[src/rtl/fb_write_scheduler.sv]
// Round-robin arbiter and rectangle rasteriser feeding the frame-buffer write port.
// Emits one clipped pixel per cycle and freezes while the buffer-swap window is open.
module fb_write_scheduler #(
  parameter int NUM_REQ    = 4,
  parameter int COOR_WIDTH = 12,
  parameter int FRAME_W    = 1280,
  parameter int FRAME_H    = 300
) (
  input  logic                          clk_33m,
  input  logic                          rst_n_33m,
  input  logic                          rst_screen_33m,
  input  logic [NUM_REQ-1:0]            req_valid,
  output logic [NUM_REQ-1:0]            req_ready,
  input  logic [NUM_REQ*COOR_WIDTH-1:0] req_x,
  input  logic [NUM_REQ*COOR_WIDTH-1:0] req_y,
  input  logic [NUM_REQ*COOR_WIDTH-1:0] req_w,
  input  logic [NUM_REQ*COOR_WIDTH-1:0] req_h,
  input  logic [NUM_REQ*2-1:0]          req_palette,
  output logic [NUM_REQ-1:0]            req_done,
  output logic                          busy,
  output logic [COOR_WIDTH-1:0]         write_x,
  output logic [COOR_WIDTH-1:0]         write_y,
  output logic [1:0]                    write_palette
);

  localparam int CW = COOR_WIDTH;
  localparam int PW = (NUM_REQ > 1) ? $clog2(NUM_REQ) : 1;

  typedef enum logic {IDLE, DRAW} state_t;
  state_t state, state_next;

  logic [PW-1:0] ptr, ptr_next, grant, owner, cand;
  logic          found, accept, stall, load;
  int unsigned   idx;

  logic [CW-1:0] base_x, base_y, base_w, base_h, dx, dy;
  logic [1:0]    base_pal;
  logic [CW-1:0] out_x, out_y;
  logic [1:0]    out_pal;
  logic          out_last;

  logic [CW-1:0] src_x, src_y, src_w, src_h, nx, ny;
  logic [1:0]    src_pal, n_pal;
  logic [CW:0]   px, py;
  logic          degenerate, clipped, n_last;

  assign stall = rst_screen_33m;

  always_comb begin
    found = 1'b0;
    grant = '0;
    idx   = 0;
    cand  = '0;
    for (int unsigned i = 0; i < NUM_REQ; i++) begin
      idx = 32'(ptr) + i;
      if (idx >= NUM_REQ) idx = idx - NUM_REQ;
      cand = idx[PW-1:0];
      if (!found && req_valid[cand]) begin
        found = 1'b1;
        grant = cand;
      end
    end
  end

  assign accept   = (state == IDLE) && !stall && found;
  assign ptr_next = (grant == PW'(NUM_REQ - 1)) ? '0 : grant + 1'b1;

  always_comb begin
    req_ready = '0;
    if (accept) req_ready[grant] = 1'b1;
  end

  // Registers hold the pixel on the outputs now; this computes the one to present next.
  always_comb begin
    src_x   = base_x;
    src_y   = base_y;
    src_w   = base_w;
    src_h   = base_h;
    src_pal = base_pal;
    nx      = '0;
    ny      = '0;
    if (state == IDLE) begin
      src_x   = req_x[grant*CW +: CW];
      src_y   = req_y[grant*CW +: CW];
      src_w   = req_w[grant*CW +: CW];
      src_h   = req_h[grant*CW +: CW];
      src_pal = req_palette[grant*2 +: 2];
    end else if (dx == base_w - 1'b1) begin
      ny = dy + 1'b1;
    end else begin
      nx = dx + 1'b1;
      ny = dy;
    end
  end

  assign px         = {1'b0, src_x} + {1'b0, nx};
  assign py         = {1'b0, src_y} + {1'b0, ny};
  assign degenerate = (src_w == '0) || (src_h == '0);
  assign clipped    = (px >= (CW+1)'(FRAME_W)) || (py >= (CW+1)'(FRAME_H));
  assign n_last     = degenerate || ((nx == src_w - 1'b1) && (ny == src_h - 1'b1));
  assign n_pal      = (degenerate || clipped) ? 2'b00 : src_pal;
  assign load       = accept || ((state == DRAW) && !stall && !out_last);

  always_comb begin
    state_next = state;
    case (state)
      IDLE: if (accept) state_next = DRAW;
      DRAW: if (!stall && out_last) state_next = IDLE;
      default: state_next = IDLE;
    endcase
  end

  always_ff @(posedge clk_33m) begin
    if (!rst_n_33m) state <= IDLE;
    else            state <= state_next;
  end

  always_ff @(posedge clk_33m) begin
    if (!rst_n_33m) begin
      ptr      <= '0;
      owner    <= '0;
      base_x   <= '0;
      base_y   <= '0;
      base_w   <= '0;
      base_h   <= '0;
      base_pal <= '0;
      dx       <= '0;
      dy       <= '0;
      out_x    <= '0;
      out_y    <= '0;
      out_pal  <= '0;
      out_last <= 1'b0;
    end else begin
      if (accept) begin
        base_x   <= src_x;
        base_y   <= src_y;
        base_w   <= src_w;
        base_h   <= src_h;
        base_pal <= src_pal;
        owner    <= grant;
        ptr      <= ptr_next;
      end
      if (load) begin
        dx       <= nx;
        dy       <= ny;
        out_pal  <= n_pal;
        out_last <= n_last;
        if (!degenerate && !clipped) begin
          out_x <= px[CW-1:0];
          out_y <= py[CW-1:0];
        end
      end else if ((state == DRAW) && !stall) begin
        out_pal  <= '0;
        out_last <= 1'b0;
      end
    end
  end

  // The swap window gates the held pixel in the same cycle; the raster only advances when it was emitted.
  always_comb begin
    req_done = '0;
    if ((state == DRAW) && !stall && out_last) req_done[owner] = 1'b1;
  end

  assign busy          = (state == DRAW);
  assign write_x       = out_x;
  assign write_y       = out_y;
  assign write_palette = ((state == DRAW) && !stall) ? out_pal : 2'b00;

endmodule

[config.mk]
export PLATFORM = sky130hd
export DESIGN_NAME = fb_write_scheduler
export DESIGN_NICKNAME = d
export VERILOG_FILES = /design/src/rtl/fb_write_scheduler.sv
export SDC_FILE = /design/constraint.sdc
export NUM_CORES = 1
export LEC_CHECK = 0
export BUFFER_PORTS_ARGS = -buffer_cell sky130_fd_sc_hd__buf_2
export CAP_MARGIN = 20
export CORE_ASPECT_RATIO = 1.75
export CORE_MARGIN = 2
export CORE_UTILIZATION = 45
export CTS_CLUSTER_SIZE = 14
export DETAILED_ROUTE_END_ITERATION = 16
export GPL_TIMING_DRIVEN = 0
export HOLD_SLACK_MARGIN = 0.12
export PLACE_DENSITY_LB_ADDON = 0.25
export SYNTH_ARGS = -nofsm -noshare
export SYNTH_HDL_FRONTEND = slang
export SYNTH_SLANG_ARGS = --single-unit
[constraint.sdc]
create_clock -name clk_33m -period 6.9 [get_ports clk_33m]
set_clock_uncertainty 0.2 [all_clocks]
set_input_delay 0.69 -clock clk_33m [delete_from_list [all_inputs] [get_ports clk_33m]]
set_output_delay 0.69 -clock clk_33m [all_outputs]
set_load 0.02 [all_outputs]
==> results of run 1 <==
## power by group
| part | internal [uW] | switching, uW | total (uW) | leakage (uW) |
|---|---|---|---|---|
| Combinational | 359 | 620 | 979 | 0.00390 |
| Clock | 295 | 261 | 557 | 0.000151 |
| Sequential | 649 | 26.6 | 675 | 0.000865 |
## per-stage QoR
step	setup slack [ns]	cells
3_5_place_dp	-1.02	1882
2_1_floorplan	0.706	1387
5_1_grt	0.0198	1896
4_1_cts	0.0264	1896
3_3_place_gp	-1.08	1879
6_report	0.289	1896
## layer usage
| layer | wire length, um | track usage, % | part of all wire [%] |
|---|---|---|---|
| met1 | 13600 | 34.6 | 37 |
| met2 | 19000 | 58.0 | 51 |
| met3 | 1700 | 2.85 | 4.6 |
| met4 | 2690 | 22.5 | 7.3 |
| met5 | 0 | 0 | 0 |
## final timing paths
| path | startpoint | cells after the start | slack (ns) | end |
|---|---|---|---|---|
| max | req_valid[2] | 24 | 0.29 | write_y[4] |
| min | write_x[5] | 2 | 0.25 | write_x[5] |
| max reg2reg | base_w[0] | 23 | 0.31 | write_y[4] |
| min reg2reg | write_x[5] | 2 | 0.25 | write_x[5] |
## cells in the final DEF, fill, tap and decap left out, types with 10 or more instances in the layout
| master | n |
|---|---|
| sky130_fd_sc_hd__a211oi_1 | 77 |
| sky130_fd_sc_hd__nor4_1 | 10 |
| sky130_fd_sc_hd__and3_1 | 56 |
| sky130_fd_sc_hd__a21oi_1 | 87 |
| sky130_fd_sc_hd__nand2_1 | 273 |
| sky130_fd_sc_hd__inv_1 | 27 |
| sky130_fd_sc_hd__o31a_1 | 18 |
| sky130_fd_sc_hd__buf_2 | 244 |
| sky130_fd_sc_hd__clkbuf_1 | 68 |
| sky130_fd_sc_hd__nor2_1 | 152 |
| sky130_fd_sc_hd__nand2b_1 | 15 |
| sky130_fd_sc_hd__ha_1 | 28 |
| sky130_fd_sc_hd__clkbuf_2 | 10 |
| sky130_fd_sc_hd__nand4_1 | 13 |
| sky130_fd_sc_hd__nor2b_1 | 10 |
| sky130_fd_sc_hd__xor2_1 | 29 |
| sky130_fd_sc_hd__and2_1 | 17 |
| sky130_fd_sc_hd__mux2i_1 | 21 |
| sky130_fd_sc_hd__o21ai_0 | 50 |
| sky130_fd_sc_hd__dfxtp_1 | 106 |
| sky130_fd_sc_hd__xnor2_1 | 45 |
| sky130_fd_sc_hd__nand3_1 | 74 |
| sky130_fd_sc_hd__nor3_1 | 19 |
## flip-flops by register name, summed over array words and instances (netlist names)
register  cells
base_h       12
base_pal      2
base_w       12
base_x       12
base_y       12
busy          1
dx           12
dy           12
out_last      1
out_pal       2
owner         2
ptr           2
write_x      12
write_y      12
## area by class of cell
| class | instances | area (um^2) |
|---|---|---|
| Timing Repair Buffer | 246 | 1250 |
| Clock buffer | 11 | 243 |
| Clock inverter | 5 | 61.3 |
| Fill cell | 2106 | 9420 |
| Multi-Input combinational cell | 1153 | 7020 |
| Tap cell | 252 | 315 |
| Sequential cell | 106 | 2120 |
| Buffer | 93 | 388 |
| Inverter | 30 | 116 |
## logic make-up after synthesis
group / count (synthesis) / share of synthesized area (%)
buf+inv: 128 / 5.22
xor+xnor: 76 / 7.21
fa+ha+maj: 29 / 3.86
simple gates: 686 / 33.2
flops: 106 / 22.1
compound gates: 333 / 24.9
mux: 29 / 3.44
## worst max-delay path, delay by kind of cell
| family | cells | cell delay [ns] |
|---|---|---|
| buffers and inverters | 9 | 2.41 |
| and+or+nand+nor | 6 | 0.83 |
| AOI/OAI and AO/OA | 6 | 1.72 |
| muxes | 1 | 0.31 |
| adders and majority gates | 2 | 0.66 |
## what timing repair did
| item | 4_1_cts | 5_1_grt |
|---|---|---|
| resized for setup | 10 | 17 |
| endpoints found under the setup margin | 26 | 26 |
| setup buffers | 0 | 3 |
==> flow_summary.ini, run 1 <==
[status]
outcome = finished clean

[timing]
rsz0062_at_grt = no
period_minus_slack_ns = 6.61
report.final.hold_viol_count = 0
finalCritPeriodShare_pct = 95.8
max_clock_freq_ghz = 0.151
drv_slew = 0
timing.hold.ws_ns = 0.253
max-slew-margin-rel_pct = 26.9
final-setup-viol-count = 0
timing.setup.tns_ns = 0
measured_slew_at_the_worst_slew_check_pin_ns = 1.09

[critical_path]
timing.critical_path.cells = buf_2 > nor2b_1 > a221oi_1 > nand2b_1 > clkbuf_1 > clkinvlp_4 > buf_1 > clkbuf_1 > buf_2 > clkbuf_2 > nand3_1 > nand2_1 > o21ai_0 > ha_1 > inv_1 > fa_1 > a21oi_1 > o21ai_1 > a311oi_1 > o21bai_1 > nand4_1 > nor3_2 > buf_6 > mux2_4
sort_of_element_at_the_start_of_the_critical_path = primary input
cpMaxStageDelayCell = sky130_fd_sc_hd__a311oi_1
worst_ep_required_time_ns = 6.95
worst_ep_arrival_time_ns = 6.66
critical_path_class = primary input to register
timing.critical_path.fanout_max = 11
critical_path.max_stage_delay_ns = 0.54
critical_path.endpoint_type = register

[cts]
cts_tree = built
clkLatencyLatePin_ns = 0.36
clock-root-buffer = sky130_fd_sc_hd__clkbuf_16
ctsLongestPathBuffers = 2
clkSinkCount = 106
clk_transition_reported_paths_ns = 0.08
clock_buffer_count_from_cts = 9
htree_num_levels = 3
cts_hold_repair.buffers = 0

[placed_design]
dp.final_hpwl_mm = 30.3
port-buffer-count = 240
gp_congestion = 0.955
dpl_cell_area_mm2 = 0.0111

[synth]
synth.net_count = 1623
synth_commonest_cells = sky130_fd_sc_hd__nand2_1, sky130_fd_sc_hd__nor2_1, sky130_fd_sc_hd__dfxtp_1, sky130_fd_sc_hd__a21oi_1, sky130_fd_sc_hd__clkbuf_1
syn-cell-area_mm2 = 0.00960
synth_most_common_cell = sky130_fd_sc_hd__nand2_1
synth_top_area_share_pct = 22.1
synth-seq-area-share_pct = 22.1
synth.ff_latch_count = 106
ys_async_sr_fraction_pct = 0
netlist-cell-type-count = 90
synth.top_cells.by_area = sky130_fd_sc_hd__dfxtp_1, sky130_fd_sc_hd__nand2_1, sky130_fd_sc_hd__a211oi_1, sky130_fd_sc_hd__nor2_1, sky130_fd_sc_hd__a21oi_1
synth_top_flop_cell = sky130_fd_sc_hd__dfxtp_1
synth_enable_flop_cells = 0
yosysWarningCount = 0
syn_inst = 1387
postSynthAreaPerCell_um2 = 6.92
synth_area_leader_cell = sky130_fd_sc_hd__dfxtp_1

[grt]
grt_start_max_net_pins = 20
vias_in_the_first_global_route = 10700
grtUsageTotal_pct = 32.2
grt_overflow_total = 0
grt_first_pass_wirelength_mm = 56.1
antenna_violations_before_repair = 0

[drt]
detailedRoute.firstIterationViolations = 726
wl_per_cell_um = 19.5
drt_drc_violations_left = 0
totalWireLength_mm = 37.0
post_route_ant_nets = 0
num_vias = 11200
route.detailed.vias_per_inst = 5.89
detail_route.first_pass.iterations = 9

[power]
ir_drop_v = 0.000120
p_leak_uw = 0.00492
fin_total_pwr_uw = 2210
power_density_mw_per_mm2 = 192

[final_layout]
finalNetCount = 1875
area.growth.synth_to_final_pct = 20.0
post-route-cell-area_mm2 = 0.0115
antennaDiodeCount = 0
final_layout_size_suffix_gt1_share_pct = 20.0
finalCoreUtilization_pct = 55.0

[floorplan]
die-area_mm2 = 0.0226
die-width_um = 114
start_util_pct = 45.8
top_level_ports = 242
core.rowCount = 70
core_area_mm2 = 0.0209
die_h_um = 197

[worst_hold_path]
min_path_type = register to register

[run]
max-cap-violations = 0
Power figures use the tool's default switching activity.
==> run 2: changes to the inputs <==
BUFFER_PORTS_ARGS = -buffer_cell sky130_fd_sc_hd__buf_4   (was -buffer_cell sky130_fd_sc_hd__buf_2)
==> run 2 against run 1 <==
Compared with the run above:
- via count is 0.62% higher
- core utilization increased by 2.7 points
- maximum frequency barely moved
- routed wire length down 0.13%
- combinational power hardly changed
- largest power group unchanged
- die area stayed put
- final area up 4.9%
- highest routed layer unchanged
- global-route usage about the same
- critical endpoint unchanged
- final cell count shrank 0.21%
==> flow_summary.ini, run 2 (synthesis results as in run 1) <==
[grt]
grt_use_met1_pct = 34.3
grt_start_max_net_pins = 20
grt_first_pass_wirelength_mm = 56.5
vias_in_the_first_global_route = 10700
grt_util_met3_pct = 3.22
antenna_violations_before_repair = 0
grt_overflow_total = 0
grt.busiest_layer = met2
met2_resource_use_gr_pct = 58.8
grtUsageTotal_pct = 32.1

[critical_path]
end_of_the_worst_register_to_register_path = write_y[4]
timing.critical_path.cells = mux2i_1 > o22a_1 > nand2_2 > inv_1 > clkbuf_1 > buf_1 > clkbuf_1 > nand2_1 > nand3_1 > nand2_1 > o21ai_1 > ha_1 > o21ai_0 > or4_1 > o311ai_0 > a21bo_1 > o22a_4 > xnor2_4 > a31oi_4 > nor3_2 > buf_6 > mux2_4
worst_ep_required_time_ns = 6.95
critical_path_depth = 22
worstPathBufferInverterCount = 5
critical_path_class = register to register
timing.reg2reg.setup_slack_ns = 0.29
timing.critical_path.fanout_max = 14
crit_family = buffers and inverters
reg2reg_depth = 22
sort_of_element_at_the_start_of_the_critical_path = register
critical_path.endpoint_type = register
cpMaxStageDelayCell = sky130_fd_sc_hd__clkbuf_1
r2r_start = ptr[1]
worst_ep_arrival_time_ns = 6.66
critical_path.max_stage_delay_ns = 0.56

[drt]
totalWireLength_mm = 36.9
detail_route.first_pass.iterations = 5
route.detailed.vias_per_inst = 5.93
detailedRoute.firstIterationViolations = 936
drt_drc_violations_left = 0
wl_per_cell_um = 19.5
post_route_ant_nets = 0
num_vias = 11200

[final_layout]
antennaDiodeCount = 0
area.growth.synth_to_final_pct = 25.9
finalNetCount = 1871
final_layout_size_suffix_gt1_share_pct = 19.6
post-route-cell-area_mm2 = 0.0121
layout.cells.most_common = sky130_fd_sc_hd__nand2_1
top_library_cells_by_usage_in_the_layout_fill_and_taps_aside = sky130_fd_sc_hd__nand2_1, sky130_fd_sc_hd__buf_4, sky130_fd_sc_hd__nor2_1
finalCoreUtilization_pct = 57.7

[placed_design]
place_worst_setup_slack_ns = -1.06
port-buffer-count = 240
gp_congestion = 0.995
dp.final_hpwl_mm = 30.2
dpl_cell_area_mm2 = 0.0117

[cts]
cts_tree = built
htree_num_levels = 3
clk_transition_reported_paths_ns = 0.07
clock_buffer_count_from_cts = 9
clock-root-buffer = sky130_fd_sc_hd__clkbuf_16
clkLatencyLatePin_ns = 0.37
clkSinkCount = 106
ctsLongestPathBuffers = 2

[timing]
timing.setup.tns_ns = 0
final-setup-viol-count = 0
drv_slew = 0
finalCritPeriodShare_pct = 95.8
max-slew-margin-rel_pct = 19.2
measured_slew_at_the_worst_slew_check_pin_ns = 1.20
rsz0062_at_grt = no
period_minus_slack_ns = 6.61
timing.hold.ws_ns = 0.255
max_clock_freq_ghz = 0.151
report.final.hold_viol_count = 0
final.setup.worst_slack_ns = 0.287

[floorplan]
die-area_mm2 = 0.0226
core.rowCount = 70
die-width_um = 114
die_h_um = 197
core_area_mm2 = 0.0209
start_util_pct = 45.8
top_level_ports = 242

[power]
power.share.sequential_pct = 30.0
clock_power_share_pct = 25.5
p_leak_uw = 0.00508
switching_share_pct = 40.6
power_density_mw_per_mm2 = 186
intPower_uw = 1330
power.combinational.fraction_pct = 44.5
switching_power_uw = 914
ir_drop_v = 0.000110

[status]
outcome = finished clean

[worst_hold_path]
whs_path_depth = 2
holdCritStartpoint = write_y[3]
min_path_type = register to register
min_to = write_y[3]

[run]
max-cap-violations = 0
## run 2: what timing repair did
action / 4_1_cts / 5_1_grt
hold buffers: 0 / 0
cloned: 0 / 0
resized for setup: 7 / 16
endpoints found under the setup margin: 26 / 26
setup buffers: 0 / 0
## run 2: how the worst max path moves through the flow
stage                            start     endpoint  slack, ns
after floorplan              base_w[0]   write_y[4]       0.71
after global placement            busy   write_y[4]      -1.03
after detailed placement          busy   write_y[4]      -1.06
after CTS                 req_valid[1]   write_y[4]       0.07
after global routing         base_w[0]  write_x[11]       0.03
final                           ptr[1]   write_y[4]       0.29
## run 2: worst min-delay path: stages, from the launching register on
cell                      delay, ns
sky130_fd_sc_hd__dfxtp_1       0.31
sky130_fd_sc_hd__nand2_1       0.05
sky130_fd_sc_hd__mux2i_1       0.05
## run 2: layout make-up
| type | count | area (um^2) |
|---|---|---|
| buffer | 93 | 387 |
| clock buffer | 10 | 239 |
| clock inverter | 6 | 70.1 |
| fill | 2087 | 8850 |
| inverter | 30 | 113 |
| multi-input combinational | 1153 | 7020 |
| sequential | 106 | 2120 |
| tap | 252 | 315 |
| timing repair buffer | 242 | 1810 |
## run 2: layer usage
metal / part of all wire (%) / vias to the layer above
met4: 7.4 / 0
met2: 51 / 461
met1: 36 / 5211
met3: 5.1 / 116
met5: 0 / -
li1: - / 5441
## run 2: power by group through the flow
stage	logic (uW)	registers (uW)	clock network, uW
after detailed placement	979	689	0
after global routing	1090	679	583
after global placement	964	688	0
final	1000	676	573
after CTS	984	675	565
after floorplan	637	689	0
## run 2: stage by stage
step                total power [uW]  cells
floorplan                       1330   1387
detailed placement              1670   1881
global placement                1650   1879
finish                          2250   1892
CTS                             2220   1895
global route                    2350   1892
==> run 3: changes to the inputs <==
==> constraint.sdc (replaced) <==
create_clock -name clk_33m -period 6.9 [get_ports clk_33m]
set_clock_uncertainty 0.2 [all_clocks]
set_input_delay 2.07 -clock clk_33m [delete_from_list [all_inputs] [get_ports clk_33m]]
set_output_delay 2.07 -clock clk_33m [all_outputs]
set_load 0.02 [all_outputs]
==> run 3 against run 2 <==
Compared with the run above:
- core utilization up 0.62 points
- critical endpoint is now req_ready[3]
- via count increased by 0.30%
- final area up 1.1%
- flip-flop and latch count is the same
- hold slack better by 0.0016 ns
- sequential power hardly changed
- worst setup slack lost 0.13 ns
- combinational power hardly changed
==> flow_summary.ini, run 3 (synthesis results as in run 1) <==
[status]
outcome = finished clean

[critical_path]
critical_path_class = primary input to primary output
worst_ep_required_time_ns = 4.63
reg2reg_depth = 20
worst_ep_arrival_time_ns = 4.47
sort_of_element_at_the_start_of_the_critical_path = primary input
timing.critical_path.fanout_max = 11
critical_path.endpoint_type = primary output

[timing]
drv_slew = 0
measured_slew_at_the_worst_slew_check_pin_ns = 1.08
max-slew-margin-rel_pct = 27.5
period_minus_slack_ns = 6.74
final-setup-viol-count = 0
max_clock_freq_ghz = 0.148
finalCritPeriodShare_pct = 97.7
report.final.hold_viol_count = 0
timing.setup.tns_ns = 0

[final_layout]
final_layout_size_suffix_gt1_share_pct = 21.5
ff_latch_area_mm2 = 0.00212
num-fill-cells = 2069
antennaDiodeCount = 0
finalNetCount = 1877
area.growth.synth_to_final_pct = 27.2
finalCoreUtilization_pct = 58.3
area_used_by_multi_input_combinational_logic_mm2 = 0.00709
layout.cells.most_common = sky130_fd_sc_hd__nand2_1
top_library_cells_by_usage_in_the_layout_fill_and_taps_aside = sky130_fd_sc_hd__nand2_1, sky130_fd_sc_hd__buf_4, sky130_fd_sc_hd__nor2_1

[cts]
clkLatencyLatePin_ns = 0.37
clkSinkCount = 106
ctsLongestPathBuffers = 2
cts_tree = built
clk_transition_reported_paths_ns = 0.07
clock_buffer_count_from_cts = 9
htree_num_levels = 3
clock-root-buffer = sky130_fd_sc_hd__clkbuf_16
cts_hold_repair.buffers = 0

[floorplan]
die-width_um = 114
core_area_mm2 = 0.0209
start_util_pct = 45.8
die-area_mm2 = 0.0226
core.rowCount = 70
top_level_ports = 242
die_h_um = 197

[drt]
post_route_ant_nets = 0
totalWireLength_mm = 38.2
wl_per_cell_um = 20.1
drt_drc_violations_left = 0
num_vias = 11300
detailedRoute.firstIterationViolations = 838
detail_route.first_pass.iterations = 5
route.detailed.vias_per_inst = 5.94

[grt]
grtUsageTotal_pct = 33.1
grt_start_max_net_pins = 20
vias_in_the_first_global_route = 10900
antenna_violations_before_repair = 0
grt_first_pass_wirelength_mm = 57.7
grt_overflow_total = 0

[worst_hold_path]
whs_path_depth = 2
min_path_type = register to register

[power]
p_leak_uw = 0.00512
power_density_mw_per_mm2 = 182
ir_drop_v = 0.000123

[placed_design]
gp_congestion = 1.00
port-buffer-count = 240
dp.final_hpwl_mm = 30.7

[run]
max-cap-violations = 0
[run 3: area by class of cell]
cell class              instances  share of cell area, %
flip-flops and latches        106                   17.4
multi-input cells            1153                   58.1
clock buffers                   9                   1.84
repair buffers                251                   15.4
plain buffers                  90                   3.33
inverters                      30                  0.984
well taps                     252                   2.58
clock inverters                 6                  0.430
[run 3: critical path, stage by stage]
cell	delay, ns
sky130_fd_sc_hd__buf_4	0.13
sky130_fd_sc_hd__nor2b_1	0.12
sky130_fd_sc_hd__a221oi_1	0.28
sky130_fd_sc_hd__nand2b_4	0.29
sky130_fd_sc_hd__clkinvlp_4	0.16
sky130_fd_sc_hd__buf_2	0.21
sky130_fd_sc_hd__clkbuf_4	0.21
sky130_fd_sc_hd__buf_2	0.20
sky130_fd_sc_hd__clkbuf_4	0.22
sky130_fd_sc_hd__ha_1	0.25
sky130_fd_sc_hd__and2_1	0.14
sky130_fd_sc_hd__buf_4	0.15
[run 3: final timing paths]
path,from,endpoint,slack [ns]
max,req_valid[2],req_ready[3],0.16
min reg2reg,write_x[8],write_x[8],0.26
min,write_x[8],write_x[8],0.26
max reg2reg,busy,write_y[9],0.30
[run 3: per-stage QoR]
step / std cells / hold slack [ns] / setup slack (ns) / area (um^2) / power, uW
CTS: 1892 / 0.260 / 0.0237 / 12100 / 2190
global placement: 1879 / 0.245 / -1.75 / 11700 / 1660
finish: 1897 / 0.257 / 0.161 / 12200 / 2220
global route: 1897 / 0.280 / -0.00679 / 12200 / 2340
detailed placement: 1882 / 0.248 / -1.76 / 11700 / 1670
floorplan: 1387 / 0.245 / 0.0119 / 9600 / 1330
[run 3: layer usage]
layer	vias up	share of wire (%)	global-route usage, %
li1	5433	-	-
met2	463	52	60.6
met5	-	0	0
met3	128	5.2	4.39
met1	5239	36	34.2
met4	0	7.1	22.9
[run 3: repair_timing]
item                                   in CTS  in global routing
gates cloned                                0                  0
setup buffers                               1                  6
resized for setup                          39                 23
pin swaps                                   0                  4
setup endpoints to repair                  30                 28
endpoints found under the hold margin       0                  0
[run 3: report_power, final]
group | internal [uW] | total (uW) | leakage [uW] | switching (uW)
Combinational | 406 | 1030 | 0.00413 | 626
Sequential | 649 | 677 | 0.000865 | 28.2
Clock | 249 | 515 | 0.000130 | 266
Total | 1300 | 2220 | 0.00512 | 921
